--- config.mk ---
export PLATFORM = sky130hd
export DESIGN_NAME = imm_gen_pipe
export DESIGN_NICKNAME = d
export VERILOG_FILES = /design/src/rtl/imm_gen_pkg.sv /design/src/rtl/imm_decode.sv /design/src/rtl/imm_gen_pipe.sv
export SDC_FILE = /design/constraint.sdc
export NUM_CORES = 1
export LEC_CHECK = 0
export ABC_AREA = 1
export CORE_MARGIN = 5
export CORE_UTILIZATION = 45
export CTS_BUF_LIST = sky130_fd_sc_hd__clkbuf_8
export DETAILED_ROUTE_END_ITERATION = 10
export PLACE_DENSITY = 0.81
export REMOVE_ABC_BUFFERS = 1
export SETUP_SLACK_MARGIN = 0.05
export SLEW_MARGIN = 30
export SYNTH_ARGS = -nofsm -noshare
export SYNTH_HDL_FRONTEND = slang
export SYNTH_SLANG_ARGS = --single-unit
--- constraint.sdc ---
create_clock -name clk -period 5.6 [get_ports clk]
set_clock_uncertainty 0.15 [all_clocks]
set_input_delay 0.84 -clock clk [delete_from_list [all_inputs] [get_ports clk]]
set_output_delay 0.84 -clock clk [all_outputs]
set_load 0.005 [all_outputs]
--- src/rtl/imm_gen_pkg.sv ---
`default_nettype none
// ============================================================================
// Module      : imm_gen_pkg
// Description : Shared types and constants for the RV immediate generator.
//               - imm_fmt_e : immediate format tag carried with each entry
//               - OPC_*     : base opcodes that carry an immediate
//               - F3_*      : OP-IMM funct3 codes that select the shift form
//               - fmt_of()  : opcode/funct3 -> immediate format
// Revision    : 1.0  initial release
// ============================================================================
package imm_gen_pkg;

   typedef enum logic [2:0] {
      FMT_NONE = 3'd0,
      FMT_I    = 3'd1,
      FMT_S    = 3'd2,
      FMT_B    = 3'd3,
      FMT_U    = 3'd4,
      FMT_J    = 3'd5,
      FMT_SH   = 3'd6
   } imm_fmt_e;

   localparam logic [6:0] OPC_LOAD   = 7'b0000011;
   localparam logic [6:0] OPC_OPIMM  = 7'b0010011;
   localparam logic [6:0] OPC_JALR   = 7'b1100111;
   localparam logic [6:0] OPC_STORE  = 7'b0100011;
   localparam logic [6:0] OPC_BRANCH = 7'b1100011;
   localparam logic [6:0] OPC_LUI    = 7'b0110111;
   localparam logic [6:0] OPC_AUIPC  = 7'b0010111;
   localparam logic [6:0] OPC_JAL    = 7'b1101111;

   // OP-IMM funct3 values whose immediate field is a shift amount
   localparam logic [2:0] F3_SLLI = 3'b001;
   localparam logic [2:0] F3_SRXI = 3'b101;

   // Classify an instruction by opcode (and funct3 for OP-IMM).
   // Unknown opcodes are not an error; they simply carry no immediate.
   function automatic imm_fmt_e fmt_of(input logic [6:0] opcode,
                                       input logic [2:0] funct3);
      imm_fmt_e f;
      f = FMT_NONE;
      case (opcode)
         OPC_LOAD,
         OPC_JALR:   f = FMT_I;
         OPC_OPIMM:  f = ((funct3 == F3_SLLI) || (funct3 == F3_SRXI)) ? FMT_SH : FMT_I;
         OPC_STORE:  f = FMT_S;
         OPC_BRANCH: f = FMT_B;
         OPC_LUI,
         OPC_AUIPC:  f = FMT_U;
         OPC_JAL:    f = FMT_J;
         default:    f = FMT_NONE;
      endcase
      return f;
   endfunction

endpackage
`default_nettype wire

--- src/rtl/imm_decode.sv ---
`default_nettype none
// ============================================================================
// Module      : imm_decode
// Description : Purely combinational RV immediate decoder.
//               Builds the 32-bit immediate for every base format, then
//               sign-fills to XLEN. Shift amounts are zero-extended and are
//               6 bits wide on RV64, 5 bits on RV32.
// Ports       : inst  in  32    raw instruction word
//               imm   out XLEN  decoded immediate
//               fmt   out 3     imm_fmt_e code of the decoded format
// Parameters  : XLEN  32 or 64
// Revision    : 1.0  initial release
// ============================================================================
module imm_decode
   import imm_gen_pkg::*;
#(
   parameter int XLEN = 32
) (
   input  logic [31:0]     inst,
   output logic [XLEN-1:0] imm,
   output logic [2:0]      fmt
);

   imm_fmt_e    w_fmt;
   logic [31:0] w_raw;     // immediate sign-extended to 32 bits
   logic [31:0] w_shamt;   // zero-extended shift amount

   assign w_fmt = fmt_of(inst[6:0], inst[14:12]);
   assign fmt   = w_fmt;

   // RV64 shifts use a 6-bit shamt; on RV32 inst[25] is part of funct7.
   generate
      if (XLEN == 64) begin : g_shamt_64
         assign w_shamt = {26'b0, inst[25:20]};
      end else begin : g_shamt_32
         assign w_shamt = {27'b0, inst[24:20]};
      end
   endgenerate

   always_comb begin
      w_raw = 32'b0;
      case (w_fmt)
         FMT_I:   w_raw = {{20{inst[31]}}, inst[31:20]};
         FMT_S:   w_raw = {{20{inst[31]}}, inst[31:25], inst[11:7]};
         FMT_B:   w_raw = {{19{inst[31]}}, inst[31], inst[7], inst[30:25],
                           inst[11:8], 1'b0};
         FMT_U:   w_raw = {inst[31:12], 12'b0};
         FMT_J:   w_raw = {{11{inst[31]}}, inst[31], inst[19:12], inst[20],
                           inst[30:21], 1'b0};
         FMT_SH:  w_raw = w_shamt;
         default: w_raw = 32'b0;
      endcase
   end

   // Bit 31 of w_raw is already the correct fill for every format: the sign
   // for I/S/B/U/J, and zero for SH and NONE.
   generate
      if (XLEN == 64) begin : g_fill_64
         assign imm = {{32{w_raw[31]}}, w_raw};
      end else begin : g_fill_32
         assign imm = w_raw;
      end
   endgenerate

endmodule
`default_nettype wire

--- src/rtl/imm_gen_pipe.sv ---
`default_nettype none
// ============================================================================
// Module      : imm_gen_pipe
// Description : Pipelined RV immediate generator for the decode stage.
//               Decodes on the input side, then registers {imm, fmt, tag}
//               behind a valid/ready handshake with a 2-entry skid buffer
//               (main register M drives the outputs, skid register K absorbs
//               the one extra beat accepted while the output is stalled).
//               Flush synchronously kills both entries.
// Ports       : clk        in   1      clock, rising edge
//               rst_n      in   1      asynchronous active-low reset
//               flush      in   1      synchronous kill of buffered entries
//               in_valid   in   1      in_inst/in_tag valid
//               in_ready   out  1      block can accept this cycle
//               in_inst    in   32     raw instruction word
//               in_tag     in   TAG_W  sideband tag, passed through
//               out_valid  out  1      out_* valid
//               out_ready  in   1      consumer accepts this cycle
//               out_imm    out  XLEN   decoded immediate
//               out_fmt    out  3      imm_fmt_e code
//               out_tag    out  TAG_W  tag of the entry on out_imm
// Parameters  : XLEN   32 or 64
//               TAG_W  sideband tag width
// Revision    : 1.0  initial release
// ============================================================================
module imm_gen_pipe
   import imm_gen_pkg::*;
#(
   parameter int XLEN  = 32,
   parameter int TAG_W = 5
) (
   input  logic             clk,
   input  logic             rst_n,
   input  logic             flush,
   input  logic             in_valid,
   output logic             in_ready,
   input  logic [31:0]      in_inst,
   input  logic [TAG_W-1:0] in_tag,
   output logic             out_valid,
   input  logic             out_ready,
   output logic [XLEN-1:0]  out_imm,
   output logic [2:0]       out_fmt,
   output logic [TAG_W-1:0] out_tag
);

   typedef struct packed {
      logic [XLEN-1:0]  imm;
      imm_fmt_e         fmt;
      logic [TAG_W-1:0] tag;
   } imm_entry_t;

   // ------------------------------------------------------------------------
   // Input-side decode: M and K store already-decoded entries.
   // ------------------------------------------------------------------------
   logic [XLEN-1:0] w_dec_imm;
   logic [2:0]      w_dec_fmt;
   imm_entry_t      w_dec;

   imm_decode #(
      .XLEN (XLEN)
   ) u_decode (
      .inst (in_inst),
      .imm  (w_dec_imm),
      .fmt  (w_dec_fmt)
   );

   assign w_dec.imm = w_dec_imm;
   assign w_dec.fmt = imm_fmt_e'(w_dec_fmt);
   assign w_dec.tag = in_tag;

   // ------------------------------------------------------------------------
   // Storage
   // ------------------------------------------------------------------------
   logic       r_m_v;
   logic       r_k_v;
   imm_entry_t r_m;
   imm_entry_t r_k;

   // ------------------------------------------------------------------------
   // Handshake and load control
   // ------------------------------------------------------------------------
   logic w_in_fire;
   logic w_out_fire;
   logic w_m_free;     // M is empty or being drained this cycle
   logic w_m_load_k;   // K advances into M
   logic w_m_load_in;  // new input goes straight into M
   logic w_k_load;     // new input parks in K behind a stalled M

   // in_ready depends only on registered state, so there is no
   // combinational path from out_ready back to the producer.
   assign in_ready   = ~r_k_v;
   assign w_in_fire  = in_valid & in_ready;
   assign w_out_fire = r_m_v & out_ready;
   assign w_m_free   = w_out_fire | ~r_m_v;

   // in_ready is low whenever K holds an entry, so K->M and input->M are
   // mutually exclusive without further gating.
   assign w_m_load_k  = ~flush & w_m_free & r_k_v;
   assign w_m_load_in = ~flush & w_m_free & w_in_fire;
   assign w_k_load    = ~flush & ~w_m_free & w_in_fire;

   // Valid bits: flush wins over everything else.
   always_ff @(posedge clk or negedge rst_n) begin
      if (!rst_n) begin
         r_m_v <= 1'b0;
         r_k_v <= 1'b0;
      end else if (flush) begin
         r_m_v <= 1'b0;
         r_k_v <= 1'b0;
      end else if (w_m_free) begin
         r_m_v <= r_k_v | w_in_fire;
         r_k_v <= 1'b0;
      end else if (w_in_fire) begin
         r_k_v <= 1'b1;
      end
   end

   // M payload is reset because it drives out_* directly and those must read
   // zero while in reset.
   always_ff @(posedge clk or negedge rst_n) begin
      if (!rst_n) begin
         r_m <= '0;
      end else if (w_m_load_k) begin
         r_m <= r_k;
      end else if (w_m_load_in) begin
         r_m <= w_dec;
      end
   end

   // K payload is never observed unless r_k_v is set, so it needs no reset.
   always_ff @(posedge clk) begin
      if (w_k_load) begin
         r_k <= w_dec;
      end
   end

   // ------------------------------------------------------------------------
   // Outputs: always from M
   // ------------------------------------------------------------------------
   assign out_valid = r_m_v;
   assign out_imm   = r_m.imm;
   assign out_fmt   = r_m.fmt;
   assign out_tag   = r_m.tag;

endmodule
`default_nettype wire

== After elaboration in Yosys (flattened, before gate mapping) ==
Index checks and enable logic that the tools add are counted.

* Flip-flop bits (word level): 82
* Bits of input ports: 42
* Output and inout bits: 42
* Word-level logic and storage cells: 53

* Equality and inequality tests: 16
* Muxes and demuxes: 10
* Bitwise operators: 13
* Reduce and logical (&&, ||, !) cells: 6

{| class="wikitable"
|+ Operator list
! operator !! count
|-
| 32-bit case mux with 6 select lines || 1
|-
| 40-bit 2-to-1 mux || 2
|-
| 7-bit == test (second input constant) || 3
|-
| 3-bit case mux with 6 select lines || 1
|-
| 7-bit by 5-bit == test with 1-bit output (second input constant) || 2
|-
| 7-bit by 6-bit == test with 1-bit output (second input constant) || 2
|-
| 3-bit == test (second input constant) || 4
|-
| 1-bit AND || 7
|-
| 7-bit by 2-bit == test with 1-bit output (second input constant) || 1
|-
| 3-bit by 1-bit == test with 1-bit output (second input constant) || 2
|-
| 3-bit by 2-bit == test with 1-bit output (second input constant) || 2
|-
| 1-bit 2-to-1 mux || 5
|-
| 1-bit NOT || 4
|-
| 2-bit nonzero test || 2
|-
| 2-bit OR reduction || 2
|-
| 3-bit 2-to-1 mux || 1
|-
| 3-bit nonzero test || 1
|-
| 1-bit bitwise OR || 2
|-
| 1-bit logical OR || 1
|}

== Longest topological paths before layout ==
* Depth after elaboration: 8
* Depth in mapped cells: 11
* Depth with buffers taken out: 10

== Modules after synthesis ==
Synthesis repeated with hierarchy kept, for this count alone.

* Cell total of the unflattened synthesis: 609
* Area total of the unflattened synthesis: 4480.5 um2

{| class="wikitable"
|+ By module, submodules not included
! module !! instances !! cells an instance !! area each (um2) !! sequential area each (um2)
|-
| imm_gen_pipe || 1 || 390 || 3435.8 || 2252.2
|-
| imm_decode || 1 || 219 || 1044.8 || 0.0
|}

== Least setup slack after synthesis ==
Ideal clock, no wire load.

* Path type: input to register
* Start point: input port out_ready
* End point: register r_k[0] (netlist name) (enable)
* Setup time: 0.437 ns
* Data arrival time: 2.697 ns
* Required time: 5.013 ns
* Path slack: 2.316 ns
* Cell stages on the path: 3
* Path buffers: 0
* Cells stage by stage: inv_1 -> nand3_1 -> nor2_1

* Word-level cells in the longest chain between the ends: 5

{| class="wikitable"
|+ Ends and longest elaborated chain
! element !! RTL line !! source
|-
| from (decl) || imm_gen_pipe.sv:40 || <nowiki>input logic out_ready,</nowiki>
|-
| 1-bit AND || imm_gen_pipe.sv:93 || <nowiki>assign w_out_fire = r_m_v & out_ready;</nowiki>
|-
| 1-bit bitwise OR || imm_gen_pipe.sv:94 || <nowiki>assign w_m_free = w_out_fire | ~r_m_v;</nowiki>
|-
| 1-bit NOT || imm_gen_pipe.sv:100 || <nowiki>assign w_k_load = ~flush & ~w_m_free & w_in_fire;</nowiki>
|-
| 1-bit AND (2 in a row) || imm_gen_pipe.sv:100 ||
|-
| via w_k_load || imm_gen_pipe.sv:87 || <nowiki>logic w_k_load;</nowiki>
|-
| to (signal assigned) || imm_gen_pipe.sv:133 || <nowiki>r_k <= w_dec;</nowiki>
|-
| to (decl) || imm_gen_pipe.sv:77 || <nowiki>imm_entry_t r_k;</nowiki>
|}

The timed path passes the listed nets, and every way through them passes these cells.
A chain may end at the register's enable or synchronous reset.

== Final worst setup path ==
* Start point: register r_k_v
* End point: output port in_ready

* Word-level cells in the longest chain between the ends: 1

{| class="wikitable"
|+ Ends and longest elaborated chain
! element !! RTL line !! source
|-
| from (decl) || imm_gen_pipe.sv:75 || <nowiki>logic r_k_v;</nowiki>
|-
| from (signal assigned) || imm_gen_pipe.sv:106 || <nowiki>r_k_v <= 1'b0;</nowiki>
|-
| from (signal assigned) || imm_gen_pipe.sv:109 || <nowiki>r_k_v <= 1'b0;</nowiki>
|-
| from (signal assigned) || imm_gen_pipe.sv:112 || <nowiki>r_k_v <= 1'b0;</nowiki>
|-
| 1-bit NOT || imm_gen_pipe.sv:91 || <nowiki>assign in_ready = ~r_k_v;</nowiki>
|-
| to (decl) || imm_gen_pipe.sv:36 || <nowiki>output logic in_ready,</nowiki>
|}

Every way passes these cells.

==> flow_summary.yaml <==
outcome:
  status: "finished clean"
setup_path:
  arrival_ns: 1.77
  r2r_slack_ns: 3.31
  cp-startpoint: "r_k_v$_DFFE_PN0P_"
  cp_max_fo: 38
  timing.rr.start: "r_k_v$_DFFE_PN0P_"
  start_kind: "flop"
  r2r_cells: 7
  cp-end-kind: "output pin"
  critPathKind: "reg2out"
  critPathCapture: "in_ready"
  crit_required_ns: 4.61
  r2r_end: "out_imm[10]$_DFFE_PN0P_"
floorplan:
  row_count: 36
  ios: 84
  coreArea_um2: 9640
  die_area_um2: 11800
  initial_core_util: 0.454
  die_w_um: 109
  fp.dieH_um: 109
timing:
  hold_violations: 0
  fmax_mhz: 363
  setup_ws_ns: 2.84
  slew_violations: 0
  rsz0062_at_grt: "no"
  period_needed_ns: 2.76
  finalSetupViolCount: 0
  worst_pin_slew_ns: 0.885
  period_share: 0.492
  fin_tns_setup_ns: 0
  slew_headroom: 0.409
  timing.hold.ws_ns: 0.333
power_and_ir_drop:
  vdd_drop_max_mv: 0.135
  p_int_mw: 0.987
  p_per_area_nw_per_um2: 235
  power.switching_mw: 0.305
  p_clk_frac: 0.354
  power_frac_comb: 0.127
  fin_total_pwr_mw: 1.29
  swShare: 0.236
  p_leak_nw: 2.89
  p_seq_frac: 0.519
route:
  totalWireLength_mm: 10.6
  vias: 3759
  route.detailed.drc: 0
  vias_per_cell: 4.94
  wl_per_cell_um: 14.0
  first_pass_iters: 5
  antenna_left: 0
  drt_iter0_markers: 255
logic_synthesis:
  yosys.area.top_type: "edfxtp_1"
  synthDistinctLibCells: 26
  ys_ff_latch: 82
  synth_top_area_frac: 0.275
  yosysSeqAreaShare: 0.515
  synth.area.top_cells: "edfxtp_1, dfrtp_1, nand2_1, nor2_1, nand3_2"
  netlist_instances: 549
  yosys_warnings: 0
  avgSynthCellArea_um2: 7.97
  syn_area_um2: 4370
placed_design:
  io_buffers: 83
  place_area_um2: 5290
  dp_hpwl_mm: 7.19
  gpl.final_weighted_congestion: 0.899
  place_ws_ns: 2.59
grt:
  met1_usage: 0.237
  met2_usage: 0.324
  grt-busiest-layer: "met2"
  grt_max_degree: 50
  met3_usage: 0.0442
  grt_pass1_vias: 3749
  grt_antenna_before_repair: 0
  groute.usage.overall: 0.189
  overflow: 0
  grt_first_pass_wirelength_mm: 17.6
layout:
  antennaDiodeCount: 0
  layout_commonest_cell: "nand2_1"
  layout-drive-gt1-share: 0.110
  area_growth_pct: 25.7
  postLayoutCellArea_um2: 5500
  final_cell_mix: "nand2_1, nor2_1, clkdlybuf4s50_1"
  layout.nets: 665
clock_tree:
  cts.sinks: 82
  numCtsBuffers: 9
  clkLatencyLatePin_ns: 0.35
  htreeDepth: 3
  postCtsSetupBuffers: 0
  clockBufferDepth: 2
  cts-root-buf: "clkbuf_8"
  cts_hold_buf: 0
  tritoncts: "yes"
  cts_resized: 0
  clk_pin_slew_ns: 0.08
flow_run:
  maxCapViolCount: 0
hold_path:
  holdCritPathClass: "reg2reg"
[how the worst min path moves through the flow]
stage / from / to / slack [ns] / cells after the start
detailed placement: out_imm[30]$_DFFE_PN0P_ / out_imm[30]$_DFFE_PN0P_ / 0.31 / 2
CTS: rst_n / out_imm[5]$_DFFE_PN0P_ / 0.34 / 1
global placement: out_imm[2]$_DFFE_PN0P_ / out_imm[2]$_DFFE_PN0P_ / 0.31 / 2
floorplan: out_imm[13]$_DFFE_PN0P_ / out_imm[13]$_DFFE_PN0P_ / 0.32 / 2
global route: out_imm[2]$_DFFE_PN0P_ / out_imm[2]$_DFFE_PN0P_ / 0.35 / 2
finish: out_imm[2]$_DFFE_PN0P_ / out_imm[2]$_DFFE_PN0P_ / 0.33 / 2
[layer usage]
metal,up-vias,wire length (um)
li1,1869,-
met1,1746,4440
met2,127,5320
met3,17,729
met4,0,157
met5,-,0
[Yosys cell counts, drive strengths merged]
cell type    n
dfrtp       42
inv         41
nand3       45
nor2       132
o21ai       26
edfxtp      40
clkinv       1
buf         16
nand4        7
a21oi        1
nand2      191
clkbuf       7
[cells by family (layout without fill, tap and decap cells)]
logic type,count (synthesis),after routing,synth area share
compound gates,27,27,0.0335
simple gates,375,375,0.385
flops,82,82,0.515
buf+inv,65,144,0.0664
[critical path: stages (launching register included)]
cell and delay [ns]:
dfrtp_1 0.38, inv_1 0.05, buf_4 0.38, clkdlybuf4s50_1 0.60
[power by group through the flow]
stage | combinational [mW] | clock, mW | sequential (mW)
after floorplan | 0.0601 | 0 | 0.683
after global placement | 0.161 | 0 | 0.682
after detailed placement | 0.166 | 0 | 0.683
after CTS | 0.167 | 0.470 | 0.670
after global routing | 0.183 | 0.492 | 0.673
final | 0.165 | 0.458 | 0.670
[cell type report]
cell class	instances	area, um^2
fill	887	4140
sequential	82	2250
timing repair buffer	86	871
inverter	42	160
tap	133	166
clock inverter	7	86.3
multi-input combinational	402	1840
clock buffer	9	124
[state kept, by name, indices dropped and copies added, names as in the netlist]
register / flops
out_fmt: 3
out_imm: 32
out_tag: 5
out_valid: 1
r_k: 40
r_k_v: 1
[metrics by stage]
stage / std cells / util
floorplan: 526 / -
global placement: 744 / 0.546
detailed placement: 745 / 0.549
CTS: 761 / 0.570
global route: 761 / 0.570
finish: 761 / 0.570
Power figures use the tool's default switching activity.
